--- src/rtl/ahbl_pkg.sv ---
// Shared AHB-Lite encodings used by the ROM arbiter and its request capture stages.
package ahbl_pkg;

   localparam logic [1:0] HTRANS_IDLE   = 2'b00;
   localparam logic [1:0] HTRANS_BUSY   = 2'b01;
   localparam logic [1:0] HTRANS_NONSEQ = 2'b10;
   localparam logic [1:0] HTRANS_SEQ    = 2'b11;

   localparam logic HRESP_OKAY = 1'b0;

   localparam int NPORTS = 2;

   // IDLE and BUSY carry no address phase and must never reach the ROM.
   function automatic logic htrans_active(input logic [1:0] htrans);
      return !((htrans == HTRANS_IDLE) || (htrans == HTRANS_BUSY));
   endfunction

endpackage

--- src/rtl/ahbl_req_capture.sv ---
// Per-port address-phase capture: holds a request that could not be issued
// and presents either it or the live address phase to the arbiter core.
module ahbl_req_capture
   import ahbl_pkg::*;
#(
   parameter int AW = 32
) (
   input  logic          clk,
   input  logic          rst_n,
   input  logic          hsel,
   input  logic [1:0]    htrans,
   input  logic          hready,
   input  logic [AW-1:0] haddr,
   input  logic          grant,
   output logic          req,
   output logic [AW-1:0] addr,
   output logic          pend
);

   logic          live;
   logic          pend_v;
   logic [AW-1:0] pend_addr;

   assign live = hsel & htrans_active(htrans) & hready;

   // A port whose request is pending has HREADY low, so live and pend_v
   // are never both set; a grant therefore always consumes the one request.
   always_ff @(posedge clk or negedge rst_n) begin
      if (!rst_n) begin
         pend_v    <= 1'b0;
         pend_addr <= '0;
      end else if (grant) begin
         pend_v    <= 1'b0;
      end else if (live) begin
         pend_v    <= 1'b1;
         pend_addr <= haddr;
      end
   end

   assign req  = live | pend_v;
   assign addr = pend_v ? pend_addr : haddr;
   assign pend = pend_v;

endmodule

--- src/rtl/ahbl_rom_arbiter.sv ---
// Two-master AHB-Lite read arbiter in front of a single-ported ROM: port 0 is
// the instruction bus, port 1 the accelerator/DMA bus.
module ahbl_rom_arbiter
   import ahbl_pkg::*;
#(
   parameter int ROUND_ROBIN = 1,
   parameter int AW          = 32
) (
   input  logic          HCLK,
   input  logic          HRESETn,

   input  logic          S0_HSEL,
   input  logic [AW-1:0] S0_HADDR,
   input  logic [1:0]    S0_HTRANS,
   input  logic          S0_HWRITE,
   input  logic          S0_HREADY,
   output logic          S0_HREADYOUT,
   output logic [31:0]   S0_HRDATA,
   output logic          S0_HRESP,

   input  logic          S1_HSEL,
   input  logic [AW-1:0] S1_HADDR,
   input  logic [1:0]    S1_HTRANS,
   input  logic          S1_HWRITE,
   input  logic          S1_HREADY,
   output logic          S1_HREADYOUT,
   output logic [31:0]   S1_HRDATA,
   output logic          S1_HRESP,

   output logic          M_HSEL,
   output logic [AW-1:0] M_HADDR,
   output logic          M_HREADY,
   input  logic          M_HREADYOUT,
   input  logic [31:0]   M_HRDATA
);

   logic [NPORTS-1:0] sel;
   logic [NPORTS-1:0] ready_in;
   logic [1:0]        trans    [NPORTS];
   logic [AW-1:0]     addr_in  [NPORTS];
   logic [AW-1:0]     addr_eff [NPORTS];
   logic [NPORTS-1:0] req;
   logic [NPORTS-1:0] pend;
   logic [NPORTS-1:0] grant;
   logic [NPORTS-1:0] readyout;
   logic [31:0]       rdata    [NPORTS];

   logic dp_v;
   logic dp_owner;
   logic last_grant;

   // ROM has no write path: write data phases complete as OKAY reads.
   logic unused_hwrite;
   assign unused_hwrite = S0_HWRITE ^ S1_HWRITE;

   assign sel        = {S1_HSEL, S0_HSEL};
   assign ready_in   = {S1_HREADY, S0_HREADY};
   assign trans[0]   = S0_HTRANS;
   assign trans[1]   = S1_HTRANS;
   assign addr_in[0] = S0_HADDR;
   assign addr_in[1] = S1_HADDR;

   generate
      for (genvar gi = 0; gi < NPORTS; gi++) begin : g_port
         ahbl_req_capture #(
            .AW (AW)
         ) u_capture (
            .clk    (HCLK),
            .rst_n  (HRESETn),
            .hsel   (sel[gi]),
            .htrans (trans[gi]),
            .hready (ready_in[gi]),
            .haddr  (addr_in[gi]),
            .grant  (grant[gi]),
            .req    (req[gi]),
            .addr   (addr_eff[gi]),
            .pend   (pend[gi])
         );

         assign readyout[gi] = !pend[gi] &&
                               !(dp_v && (dp_owner == 1'(gi)) && !M_HREADYOUT);
         assign rdata[gi]    = (dp_v && (dp_owner == 1'(gi))) ? M_HRDATA : 32'h0;
      end
   endgenerate

   // Issue only when the ROM slot is free; reset also blocks issue so the
   // ROM sees an idle bus while HRESETn is low.
   always_comb begin
      grant = '0;
      if (HRESETn && M_HREADYOUT) begin
         if (req[0] && req[1]) begin
            if (ROUND_ROBIN != 0) begin
               grant = last_grant ? 2'b01 : 2'b10;
            end else begin
               grant = 2'b01;
            end
         end else begin
            grant = req;
         end
      end
   end

   always_ff @(posedge HCLK or negedge HRESETn) begin
      if (!HRESETn) begin
         dp_v       <= 1'b0;
         dp_owner   <= 1'b0;
         last_grant <= 1'b1;
      end else if (M_HREADYOUT) begin
         dp_v <= |grant;
         if (|grant) begin
            dp_owner   <= grant[1];
            last_grant <= grant[1];
         end
      end
   end

   assign M_HSEL   = |grant;
   assign M_HADDR  = grant[1] ? addr_eff[1] :
                     grant[0] ? addr_eff[0] : '0;
   assign M_HREADY = M_HREADYOUT;

   assign S0_HREADYOUT = readyout[0];
   assign S1_HREADYOUT = readyout[1];
   assign S0_HRDATA    = rdata[0];
   assign S1_HRDATA    = rdata[1];
   assign S0_HRESP     = HRESP_OKAY;
   assign S1_HRESP     = HRESP_OKAY;

endmodule

--- config.mk ---
export PLATFORM = sky130hd
export DESIGN_NAME = ahbl_rom_arbiter
export DESIGN_NICKNAME = d
export VERILOG_FILES = /design/src/rtl/ahbl_pkg.sv /design/src/rtl/ahbl_req_capture.sv /design/src/rtl/ahbl_rom_arbiter.sv
export SDC_FILE = /design/constraint.sdc
export NUM_CORES = 1
export LEC_CHECK = 0
export CORE_ASPECT_RATIO = 0.8
export CORE_MARGIN = 2
export CORE_UTILIZATION = 35
export DETAILED_ROUTE_END_ITERATION = 10
export GPL_ROUTABILITY_DRIVEN = 0
export PLACE_DENSITY = 0.75
export SYNTH_ARGS = -nofsm -noshare
export SYNTH_HDL_FRONTEND = slang
export SYNTH_SLANG_ARGS = --single-unit
export TNS_END_PERCENT = 50
--- constraint.sdc ---
create_clock -name HCLK -period 1.5 [get_ports HCLK]
set_input_delay 0.3 -clock HCLK [delete_from_list [all_inputs] [get_ports HCLK]]
set_output_delay 0.3 -clock HCLK [all_outputs]
set_load 0.01 [all_outputs]
==> out/metrics.csv, run 1 <==
stage;metric;value;unit
timing;relSlewSlack;40.77;%
setup_path;cp.depth;7;
setup_path;worstPathCellList;a31oi_4 > buf_6 > nor2_4 > o21ai_4 > buf_12 > o22ai_2 > buf_2;
global_routing;grt_usage;20.43;%
timing;period_share;130.6;%
power;p_per_area;1146;nW/um2
logic_synthesis;syn_inst;351;
routing;avgRoutedWirePerCell;19.10;um
power;pwr-share-seq;31.5;%
cts;cts_buffers;9;
global_routing;grt_pass1_vias;3722;
timing;setup_ws;-0.4589;ns
logic_synthesis;ys_types;28;
cts;path_clk_slew;0.05;ns
final_layout;synthToLayoutAreaGrowth;77.61;%
power;internal-power;5654;uW
die;die_w;124.9;um
logic_synthesis;avgSynthCellArea;11.66;um2
setup_path;max_stage_delay;0.42;ns
power;pwr-share-comb;46.1;%
global_routing;grt_overflow;0;
die;start_util;35.66;%
final_layout;fin_nets;701;
logic_synthesis;yosysSeqAreaShare;42.23;%
routing;drt_drc_violations_left;0;
setup_path;worstPathMaxFanout;17;
power;p_clk_share;22.4;%
timing;worstMarginPinSlew;0.8884;ns
power;vdd_ir_drop_max;786.1;uV
setup_path;cp-startpoint;g_port[0].u_capture.pend$_DFFE_PN0P_;
timing;rsz0062_at_grt;yes;
routing;first_pass_iters;4;
setup_path;path_delay_family;buffers and inverters;
outcome;violations;negative setup slack;
cts;hold_buffers;0;
setup_path;reg2reg_depth;8;
die;pin_count;211;
global_routing;grt_max_degree;71;
routing;avgViaCountPerCell;5.090;
worst_hold_path;hp-class;input pin to asynchronous set/reset pin;
global_routing;grt_pass1_wl;20310;um
power;p_sw;2677;uW
die;die_h;100.7;um
routing;vias;3797;
routing;antenna_left;0;
die;core_area;11470;um2
timing;fin_skew;0.006056;ns
die;die-area;12580;um2
timing;hold_slack;0.3411;ns
final_layout;most-common-layout-cells;clkdlybuf4s50_1 (97), buf_2 (74), mux2i_1 (64), dfrtp_1 (64), mux2_4 (62);
place;portBuffers;204;
die;row_count;35;
cts;cts.sinks;69;
setup_path;worst_setup_path_start_kind;flip-flop;
timing;setup_tns;-45.66;ns
final_layout;final_common_cell;clkdlybuf4s50_1;
final_layout;final_util;63.34;%
timing;setup_viol;155;
cts;cts_max_level;3;
timing;clock.fmax;0.5105;GHz
routing;wl;14250;um
cts;cts_tree;done;
power;swShare;32.13;%
global_routing;antenna_found_initial;1;
cts;clockBufferDepth;2;
routing;drt-initial-drc-count;133;
setup_path;path_buf_inv;3;
timing;drv_slew;0;
setup_path;cp-end-kind;output pin;
outcome;outcome;finished, violations left;
cts;clock-root-buffer;clkbuf_16;
setup_path;criticalPathCategory;flip-flop to output pin;
timing;hold_violations;0;
power;p_leak;0.003586;uW
job;maxCapViolCount;0;
final_layout;layout-drive-gt1-share;49.25;%
setup_path;slowest_stage;dfrtp_2;
setup_path;crit_arrival;1.66;ns
cts;insertion_delay;0.33;ns
logic_synthesis;ys_ff_latch;69;
timing;fin_crit;1.959;ns
setup_path;crit_required;1.20;ns
logic_synthesis;ys_warn_count;0;
logic_synthesis;syn_area;4091;um2
setup_path;r2r-start;g_port[1].u_capture.pend$_DFFE_PN0P_;
place;place_hpwl;8953;um
[per-layer routing]
metal  GRT usage, %  share of wire [%]  vias to the layer above
met3          6.635                6.5                       16
met4          5.214                1.2                        0
met5              0                  0                        -
li1               -                  -                     1775
met1          26.14                 45                     1872
met2          33.88                 48                      134
[flip-flops by register name, indices dropped and copies added, names as in the netlist]
register and cells:
dp_v 1, g_port.u_capture.pend_addr 64, last_grant 1, dp_owner 1
g_port.u_capture.pend 2
[kinds of logic after synthesis]
group | after synthesis | share of synthesized area, %
AO/OA/AOI/OAI | 44 | 8.195
buffers and inverters | 33 | 4.832
flip-flops | 69 | 42.23
multiplexers | 128 | 33.36
other | 1 | 0.09166
AND/OR/NAND/NOR | 76 | 11.28
[power groups by stage]
stage | logic (uW) | registers (uW) | clock network (uW)
after floorplan | 1830 | 2530 | 0
after global placement | 3210 | 2570 | 0
after detailed placement | 3270 | 2600 | 0
after CTS | 3340 | 2580 | 1910
after global routing | 4090 | 2680 | 1990
final | 3840 | 2620 | 1870
[area by class of cell]
| class | count | area, um2 |
|---|---|---|
| Sequential cell | 69 | 1733 |
| Clock buffer | 11 | 232.7 |
| Fill cell | 946 | 4207 |
| Inverter | 1 | 3.754 |
| Clock inverter | 5 | 27.53 |
| Multi-Input combinational cell | 250 | 2685 |
| Antenna cell | 1 | 2.502 |
| Timing Repair Buffer | 261 | 2397 |
| Tap cell | 148 | 185.2 |
[metrics by stage]
step / cells / worst slack (ns) / cell area (um2) / total power (uW)
after floorplan: 352 / -0.1174 / 4325 / 4368
after global routing: 746 / -0.5371 / 7267 / 8760
final: 746 / -0.4589 / 7267 / 8330
after global placement: 701 / -1.017 / 6666 / 5781
after CTS: 728 / -0.5534 / 6873 / 7842
after detailed placement: 701 / -1.020 / 6666 / 5873
[final timing paths]
kind	to	slack, ns
worst max register to register	g_port[0].u_capture.pend_addr[27]$_DFFE_PN0P_	-0.44
worst min-delay path	g_port[0].u_capture.pend$_DFFE_PN0P_	0.34
max in group asynchronous	g_port[1].u_capture.pend$_DFFE_PN0P_	0.56
min in group HCLK	g_port[1].u_capture.pend$_DFFE_PN0P_	0.41
worst max-delay path	M_HADDR[3]	-0.46
worst min register to register	g_port[1].u_capture.pend_addr[5]$_DFFE_PN0P_	0.50
[tightest hold or removal path, cell delays in order]
cell	delay, ns
buf_4	0.11
buf_4	0.12
buf_4	0.68
[cell usage after synthesis, drive strengths merged]
| master | instances | area, um2 |
|---|---|---|
| a31oi | 5 | 76.32 |
| nand2b | 1 | 13.76 |
| nor2b | 1 | 6.260 |
| clkbuf | 19 | 71.32 |
| inv | 1 | 3.750 |
| buf | 13 | 122.6 |
| nand2 | 3 | 11.26 |
| mux2 | 64 | 724.4 |
| o2111ai | 1 | 26.28 |
| dfstp | 1 | 26.28 |
| o22ai | 32 | 200.2 |
| nand3 | 1 | 5.000 |
| conb | 1 | 3.750 |
| nor2 | 6 | 25.03 |
| dfrtp | 68 | 1702 |
| mux2i | 64 | 640.6 |
| a21o | 1 | 7.510 |
| a21oi | 3 | 15.01 |
| and2 | 32 | 200.2 |
| and3 | 32 | 200.2 |
| o21ai | 2 | 10.00 |
[repair_timing]
action	4_1_cts	5_1_grt
buffers inserted	8	11
pin swaps	5	9
gates cloned	3	7
endpoints found under the setup margin	164	164
resized for setup	350	144
Note: power is estimated with default switching activity, not from simulation.
==> run 2: changes to the inputs <==
--- a/config.mk
+++ b/config.mk
@@ -5,12 +5,15 @@
 export SDC_FILE = /design/constraint.sdc
 export NUM_CORES = 1
 export LEC_CHECK = 0
+export ABC_AREA = 1
 export CORE_ASPECT_RATIO = 0.8
 export CORE_MARGIN = 2
 export CORE_UTILIZATION = 35
+export CTS_CLUSTER_SIZE = 30
 export DETAILED_ROUTE_END_ITERATION = 10
 export GPL_ROUTABILITY_DRIVEN = 0
-export PLACE_DENSITY = 0.75
+export PLACE_DENSITY = 0.73
+export SLEW_MARGIN = 10
 export SYNTH_ARGS = -nofsm -noshare
 export SYNTH_HDL_FRONTEND = slang
 export SYNTH_SLANG_ARGS = --single-unit
==> run 2 against run 1 <==
  * The flow still finishes with violations (negative setup slack)
  * Via count is 52% higher
  * Die area increased by 7.4%
  * Fmax fell by 0.13%
  * Critical path depth stayed put
  * Core utilization up 5.5 points
  * Non-clock buffer count rose by 33
  * Count of clock-buffer cells in the layout stayed put
  * Setup slack got worse by 0.0025 ns
  * Worst hold slack got worse by 0.073 ns
  * Register-to-register slack improved by 0.24 ns
  * Clock power is 19% higher
  * Critical path type unchanged
  * Routed wire length increased by 34%
==> out/metrics.csv, run 2 <==
stage;metric;value;unit;change
setup_path;regToRegEndpoint;g_port[1].u_capture.pend_addr[22]$_DFFE_PN0P_;;
setup_path;r2r_slack;-0.20;ns;+0.24 ns
final_layout;seq_area;1729;um2;-0.22%
logic_synthesis;ys_warn_count;0;;unchanged
logic_synthesis;yosysSeqAreaShare;39.22;%;-3.0 points
outcome;violations;negative setup slack;;
cts;cts_max_level;3;;unchanged
cts;clock-root-buffer;clkbuf_16;;
logic_synthesis;synth_largest_area_cell;dfrtp_1;;
global_routing;grt_pass1_wl;27590;um;+36%
power;vdd_ir_drop_max;1038;uV;+32%
final_layout;layout-drive-gt1-share;36.19;%;-13 points
logic_synthesis;synth_ff_type;dfrtp_1;;
setup_path;crit_arrival;1.66;ns;about the same
global_routing;grt_pass1_vias;5493;;+48%
power;p_leak;0.004688;uW;+31%
cts;cts_buffers;9;;unchanged
routing;avgRoutedWirePerCell;16.39;um;-14%
global_routing;grt_usage;25.81;%;+5.4 points
timing;relSlewSlack;41.19;%;+0.42 points
final_layout;fin_cells;1163;;+56%
die;die_w;129.4;um;+3.6%
cts;cts.sinks;69;;unchanged
setup_path;crit_required;1.20;ns;about the same
place;dp_cells;1106;;+58%
setup_path;max_stage_delay;0.42;ns;about the same
timing;drv_slew;0;;unchanged
logic_synthesis;synth_async_sr_flop_share;100.0;%;unchanged
logic_synthesis;synth.most_common_cell;nand2_1;;
cts;insertion_delay;0.33;ns;about the same
die;start_util;35.96;%;+0.30 points
setup_path;worstPathCellList;inv_2 > or2_4 > buf_12 > buf_12 > buf_6 > nor2_4 > buf_6;;
final_layout;top_register;g_port.u_capture.pend_addr;;
place;dpl_cell_area;6913;um2;+3.7%
global_routing;grt_overflow;0;;unchanged
setup_path;worstPathMaxFanout;5;;-12
final_layout;final_common_cell;nand2_1;;
timing;fin_crit;1.961;ns;+0.002467 ns
final_layout;diodes;0;;-1
setup_path;reg2reg_depth;9;;+1
timing;rsz0062_at_grt;yes;;
logic_synthesis;yosys-top-cells-count;nand2_1 (428), dfrtp_1 (68), nand3_1 (68);;
setup_path;path_delay_family;buffers and inverters;;
global_routing;antenna_found_initial;0;;-1
setup_path;slowest_stage;dfrtp_2;;
die;core_area;12250;um2;+6.8%
setup_path;worst_setup_path_start_kind;flip-flop;;
place;place_hpwl;11760;um;+31%
timing;period_share;130.8;%;+0.16 points
timing;setup_ws;-0.4613;ns;-0.002467 ns
final_layout;multi_input_area;2924;um2;+8.9%
routing;avgViaCountPerCell;4.954;;-2.7%
routing;first_pass_iters;5;;+1
timing;clock.fmax;0.5099;GHz;-0.13%
routing;drt-initial-drc-count;520;;+290%
setup_path;r2r-start;last_grant$_DFFE_PN1P_;;
timing;setup_tns;-35.16;ns;+10.50 ns
final_layout;fin_nets;1096;;+56%
final_layout;synthToLayoutAreaGrowth;91.39;%;
logic_synthesis;syn_inst;731;;+110%
logic_synthesis;ys_types;19;;-32%
worst_hold_path;hp-class;input pin to asynchronous set/reset pin;;
logic_synthesis;yosys-top-cells-area;dfrtp_1 (39%), nand2_1 (36%), nand3_1 (7.7%);;
routing;drt_drc_violations_left;0;;unchanged
setup_path;path_buf_inv;5;;+2
die;row_count;36;;+2.9%
timing;setup_viol;132;;-15%
die;pin_count;211;;unchanged
setup_path;cp-end-kind;output pin;;
power;power;12100;uW;+45%
cts;clockBufferDepth;2;;unchanged
timing;hold_violations;0;;unchanged
final_layout;nFillCells;960;;+1.5%
final_layout;largest_reg_flops;64;;unchanged
logic_synthesis;avgSynthCellArea;6.027;um2;-48%
final_layout;final_cell_area;8432;um2;+16%
final_layout;most-common-layout-cells;nand2_1 (338), clkdlybuf4s50_1 (96), buf_6 (77);;
cts;cts_tree;done;;
logic_synthesis;syn_area;4405;um2;+7.7%
logic_synthesis;synth_top_area_share;38.63;%;-3.0 points
timing;worstMarginPinSlew;0.8821;ns;-0.006245 ns
routing;vias;5762;;+52%
die;die-area;13510;um2;+7.4%
power;p_per_area;1435;nW/um2;+25%
outcome;outcome;finished, violations left;;
job;maxCapViolCount;0;;unchanged
logic_synthesis;ys_ff_latch;69;;unchanged
setup_path;criticalPathCategory;flip-flop to output pin;;
place;portBuffers;204;;unchanged
routing;wl;19060;um;+34%
routing;antenna_left;0;;unchanged
die;die_h;104.3;um;+3.6%
global_routing;grt_max_degree;70;;-1.4%
cts;path_clk_slew;0.06;ns;about the same
logic_synthesis;synth_edf_count;0;;unchanged
timing;fin_skew;0.005204;ns;-0.0008519 ns
run 2: how the worst max path moves through the flow:
stage / cells past startpoint / end / slack (ns) / start
after floorplan: 10 / M_HADDR[22] / 0.01 / g_port[1].u_capture.pend$_DFFE_PN0P_
after global placement: 9 / M_HADDR[15] / -0.99 / S0_HREADY
after detailed placement: 9 / M_HADDR[15] / -1.01 / S0_HREADY
after CTS: 10 / M_HADDR[7] / -0.52 / last_grant$_DFFE_PN1P_
after global routing: 7 / S0_HRDATA[8] / -0.50 / dp_v$_DFFE_PN0P_
final: 7 / S0_HRDATA[17] / -0.46 / dp_v$_DFFE_PN0P_
run 2: report_power, final:
part	internal, uW	switching [uW]	total [uW]
Combinational	3290	3940	7230
Sequential	2340	294	2640
Clock	1450	783	2230
Total	7080	5020	12100
run 2: repair_timing:
item,4_1_cts,5_1_grt
resized for setup,557,144
buffers inserted,23,12
pin swaps,18,15
hold buffers,0,0
gates cloned,10,5
endpoints found under the setup margin,167,167
run 2: layout make-up:
type                       count  share of cell area, %
multi-input combinational    572                  34.68
clock inverter                 5                 0.8903
sequential                    69                  20.51
clock buffer                  11                  2.760
tap                          171                  2.537
inverter                      41                  2.196
timing repair buffer         294                  36.43
run 2: logic make-up after synthesis:
family | synth area share [%]
and+or+nand+nor | 50.10
buffers and inverters | 9.855
DFF | 39.22
AOI/OAI and AO/OA | 0.7384
other | 0.08512
run 2: metal layers:
metal	up-vias	GRT usage (%)	wire length [um]
li1	2719	-	-
met5	-	0	0
met2	341	41.95	9196
met3	49	6.687	1931
met4	0	6.221	510
met1	2653	34.30	7422
run 2: metrics by stage:
step	setup slack (ns)	utilization, %	hold WS [ns]
2_1_floorplan	0.01123	-	0.004409
3_3_place_gp	-0.9947	56.42	0.4541
3_5_place_dp	-1.007	56.42	0.4588
4_1_cts	-0.5180	63.50	0.2926
5_1_grt	-0.4990	68.82	0.3360
6_report	-0.4613	68.82	0.2681
run 2: worst reg2reg max path: stages, from the launching register on:
cell and delay, ns:
dfstp_2 0.56, buf_6 0.11, nand2_4 0.04, nand2_4 0.09, buf_6 0.14, buf_16 0.19, nand2_1 0.13, buf_4 0.20
nand2_1 0.08, nand2_1 0.05
==> run 3: changes to the inputs <==
--- a/config.mk
+++ b/config.mk
@@ -13,7 +13,7 @@
 export DETAILED_ROUTE_END_ITERATION = 10
 export GPL_ROUTABILITY_DRIVEN = 0
 export PLACE_DENSITY = 0.73
-export SLEW_MARGIN = 10
+export SLEW_MARGIN = 0
 export SYNTH_ARGS = -nofsm -noshare
 export SYNTH_HDL_FRONTEND = slang
 export SYNTH_SLANG_ARGS = --single-unit
==> results of run 3 <==
Final layout, timing and power as in run 2 (identical DEF).
